### config.mk
export PLATFORM = sky130hd
export DESIGN_NAME = slt_serial_compare
export DESIGN_NICKNAME = d
export VERILOG_FILES = /design/src/rtl/mips_pkg.sv /design/src/rtl/slt_serial_compare.sv
export SDC_FILE = /design/constraint.sdc
export NUM_CORES = 1
export LEC_CHECK = 0
export CAP_MARGIN = 30
export CORE_UTILIZATION = 56
export DETAILED_ROUTE_END_ITERATION = 10
export PLACE_DENSITY = 0.86
export SETUP_SLACK_MARGIN = 0.15
export SLEW_MARGIN = 20
export SYNTH_ARGS = -nofsm -noshare
export SYNTH_HDL_FRONTEND = slang
export SYNTH_SLANG_ARGS = --single-unit
### constraint.sdc
create_clock -name clk -period 5.5 [get_ports clk]
set_input_delay 1.1 -clock clk [delete_from_list [all_inputs] [get_ports clk]]
set_output_delay 1.1 -clock clk [all_outputs]
set_load 0.01 [all_outputs]
### src/rtl/mips_pkg.sv
// Shared definitions for the datapath helpers: the default data width and
// the state encoding of the serial set-less-than comparator.
package mips_pkg;

   localparam int DATA_W = 32;

   typedef enum logic [1:0] {
      IDLE = 2'd0,
      SCAN = 2'd1,
      DONE = 2'd2
   } cmp_state_t;

endpackage : mips_pkg

### src/rtl/slt_serial_compare.sv
// Serial set-less-than comparator. The operands are scanned MSB-first, one
// bit per cycle, and the scan stops at the first differing bit. Only the MSB
// position carries sign information. Below the MSB, the operand holding the 1
// is the larger one in both the signed and the unsigned case. All outputs are
// registered.
module slt_serial_compare
   import mips_pkg::*;
#(
   parameter int WIDTH = DATA_W
) (
   input  logic             clk,
   input  logic             rst_n,
   input  logic             start,
   input  logic             is_signed,
   input  logic [WIDTH-1:0] a,
   input  logic [WIDTH-1:0] b,
   output logic             busy,
   output logic             done,
   output logic             lt
);

   localparam int IDX_W = $clog2(WIDTH);
   localparam logic [IDX_W-1:0] IDX_MAX = IDX_W'(WIDTH - 1);
   localparam logic [IDX_W-1:0] IDX_ZERO = '0;

   cmp_state_t       state;
   logic [WIDTH-1:0] a_q;
   logic [WIDTH-1:0] b_q;
   logic             sgn_q;
   logic [IDX_W-1:0] idx;

   // Control FSM, operand latches, scan index and the registered outputs.
   always_ff @(posedge clk or negedge rst_n) begin
      if (!rst_n) begin
         state <= IDLE;
         a_q   <= '0;
         b_q   <= '0;
         sgn_q <= 1'b0;
         idx   <= IDX_MAX;
         busy  <= 1'b0;
         done  <= 1'b0;
         lt    <= 1'b0;
      end else begin
         case (state)
            IDLE: begin
               done <= 1'b0;
               if (start) begin
                  a_q   <= a;
                  b_q   <= b;
                  sgn_q <= is_signed;
                  idx   <= IDX_MAX;
                  lt    <= 1'b0;
                  busy  <= 1'b1;
                  state <= SCAN;
               end
            end
            SCAN: begin
               if (a_q[idx] != b_q[idx]) begin
                  // At the MSB of a signed compare, the operand with the
                  // sign bit set is the negative one, so it is the smaller.
                  if (idx == IDX_MAX && sgn_q) begin
                     lt <= a_q[idx];
                  end else begin
                     lt <= b_q[idx];
                  end
                  done  <= 1'b1;
                  state <= DONE;
               end else if (idx == IDX_ZERO) begin
                  lt    <= 1'b0;
                  done  <= 1'b1;
                  state <= DONE;
               end else begin
                  idx <= idx - 1'b1;
               end
            end
            DONE: begin
               done  <= 1'b0;
               busy  <= 1'b0;
               state <= IDLE;
            end
            default: begin
               done  <= 1'b0;
               busy  <= 1'b0;
               state <= IDLE;
            end
         endcase
      end
   end

endmodule : slt_serial_compare

==> flow_summary.toml <==
[synth]
synth-xor-area-share = 0.00764
synthCells = 374
yosys.area.top_type = "dfrtp_1"
yosysSeqAreaShare = 0.522
synth_ff_type = "dfrtp_1"
synth-edff-count = 0
synth_top_area_frac = 0.486
synth-seq-cells = 75
syn_area_um2 = 3600
synth_compound_area_frac = 0.0392
synth_fa_ha_area_frac = 0.00694
synth_mux_area_frac = 0.127
synthDistinctLibCells = 41
ys_top_cells_by_area = "dfrtp_1, nand2_1, mux4_1"
async_flop_share = 1.00
synth_simple_gate_area_frac = 0.255
synth_top_family_by_area = "simple AND/OR/NAND/NOR gates"
avgSynthCellArea_um2 = 9.64
synth_nets = 444
yosysWarnings = 0

[critical_path]
worst-path-max-fanout = 24
r2r-start = "idx[0]$_DFFE_PN1P_"
crit_slowest_cell = "dfstp_2"
critical-path-max-stage-delay_ns = 0.96
cp_data_arrival_time_ns = 3.29
start_kind = "flip-flop"
end_kind = "flip-flop"
startpoint = "idx[0]$_DFFE_PN1P_"
worstPathRequired_ns = 5.72
crit_chain = "mux4_1, and3_1, o32ai_1, a221oi_2, xor2_4, a21oi_1, o21ai_1"
path_class = "flip-flop to flip-flop"

[timing]
maxSlewViolCount = 0
setup_total_negative_slack_ns = 0
rsz0062_at_grt = "false"
clock_skew_ns = 0.0103
setup_viol = 0
final_hold_viol_count = 0
min_period_ns = 3.07
slew_headroom = 0.546
fin_crit_sh = 0.558
layout_setup_ws_ns = 2.43
fmax_ghz = 0.326
worst_slew_pin_slew_ns = 0.681

[placement]
io_buffers = 70
dp_hpwl_mm = 5.08
gp_congestion = 0.789
post-place-ws_ns = 2.53

[hold_path]
hold_start = "b_q[16]$_DFFE_PN0P_"
hp-class = "flip-flop to flip-flop"

[power]
clkPwrFrac = 0.176
p_comb_frac = 0.381
internal_power_w = 0.00144
swShare = 0.361
pwr-share-seq = 0.443
powerDensity_nw_per_um2 = 498
p_leak_nw = 2.28
peakVddDrop_v = 0.000330
p_sw_w = 0.000809

[routing]
dr_wl_met3_um = 275
ant_nets = 0
drt-total-wl_mm = 7.56
dr.max_layer_used = "met4"
dr.pass1.iters = 4
drc = 0
vias = 2768
wl_met1_mm = 3.34
routedWlPerCell_um = 14.7
dr.first_iter.drc_count = 163
wl_met2_mm = 3.76
viasPerCell = 5.36

[layout]
drive_above_1_share = 0.0839
layout_commonest_cell = "nand2_1"
fill_cells = 425
area_growth_pct = 25.1
fin_util = 0.744
mostFrequentLayoutCells = "nand2_1, dfrtp_1, clkdlybuf4s50_1"
nets = 506
antenna_cells = 0

[floorplanning]
ioPinCount = 71
core_area_um2 = 6060
rows = 28
initial_core_util = 0.595
die_w_um = 82.2
dieArea_um2 = 6760
die_y_um = 82.2

[global_route]
grt_start_max_net_pins = 76
groute.usage.overall = 0.255
grt_pass1_vias = 2749
grt_pass1_wl_mm = 12.7
antenna_found_initial = 0
overflow = 0

[clock_network]
hold_buffers = 0
path_clk_slew_ns = 0.08
clockBufferDepth = 2
numCtsBuffers = 9
clkLatencyLatePin_ns = 0.35
cts-root-buf = "clkbuf_8"
htree_levels = 3
cts_setup_buffers = 0
cts_tree = "yes"
cts_sinks = 75
cts_resized = 0

[job]
cap_violations = 0

[run_status]
status = "finished clean"
sequential cells by signal, summed over array words and instances (netlist names):
register  flops
a_q          32
b_q          32
busy          1
done          1
idx           5
lt            1
sgn_q         1
state         2
worst max-delay path, delay by kind of cell, from the launching register on:
family          cells  cell delay, ns
compound gates      4            0.86
simple gates        1            0.22
mux                 1            0.65
flops               1            0.96
xor+xnor            1            0.23
cells in the mapped netlist (2+ instances only):
cell type and count:
mux4_1 11, mux2i_1 9, buf_6 3, nand2_1 199
nand3_1 2, o22ai_1 2, nand3b_1 2, a21oi_1 3
nor3_1 5, clkbuf_1 11, o21ai_0 3, inv_1 5
and3_1 3, mux4_2 3, and2_1 3, ha_1 2
buf_1 5, dfrtp_1 70, dfstp_2 5, nor2_1 7
final cells by class:
class                      count  area [µm²]  area share
clock inverter                 2        10.0     0.00222
multi-input combinational    272        1580       0.350
tap                           75        93.8      0.0208
clock buffer                  14         173      0.0383
timing repair buffer          73         751       0.167
inverter                       5        18.8     0.00416
sequential                    75        1880       0.418
stage by stage:
stage | total power [W] | cell area [µm²] | hold WS [ns] | instances
floorplan | 0.00163 | 3600 | 0.437 | 374
global placement | 0.00180 | 4270 | 0.450 | 498
detailed placement | 0.00185 | 4300 | 0.455 | 499
CTS | 0.00225 | 4480 | 0.474 | 515
global route | 0.00241 | 4510 | 0.497 | 516
finish | 0.00224 | 4510 | 0.468 | 516
metal layers:
layer	vias up	GRT usage
met5	-	0
met4	0	0.126
met3	14	0.0407
met2	77	0.402
met1	1331	0.344
li1	1346	-
path summary, 6_finish.rpt:
check,slack [ns],to,cells past startpoint
max,2.43,lt$_DFFE_PN0P_,7
min,0.47,b_q[16]$_DFFE_PN0P_,2
max reg2reg,2.43,lt$_DFFE_PN0P_,7
min reg2reg,0.47,b_q[16]$_DFFE_PN0P_,2
max in group asynchronous,4.24,idx[3]$_DFFE_PN1P_,3
min in group asynchronous,0.68,a_q[18]$_DFFE_PN0P_,2
cells by family (layout without fill, tap and decap cells):
| logic type | after synthesis | in the layout |
|---|---|---|
| and+or+nand+nor | 227 | 227 |
| DFF | 75 | 75 |
| buffers and inverters | 27 | 94 |
| muxes | 24 | 24 |
| AOI/OAI and AO/OA | 18 | 18 |
| adders and majority gates | 2 | 2 |
| xor gates and xnor gates | 1 | 1 |
power by group through the flow:
stage          clock (W)  combinational, W  sequential, W
3_3_place_gp           0          0.000805       0.000991
4_1_cts         0.000399          0.000862       0.000994
2_1_floorplan          0          0.000728       0.000907
5_1_grt         0.000425          0.000960        0.00103
6_report        0.000396          0.000855       0.000994
3_5_place_dp           0          0.000853        0.00100
(Power assumes the default switching activity.)
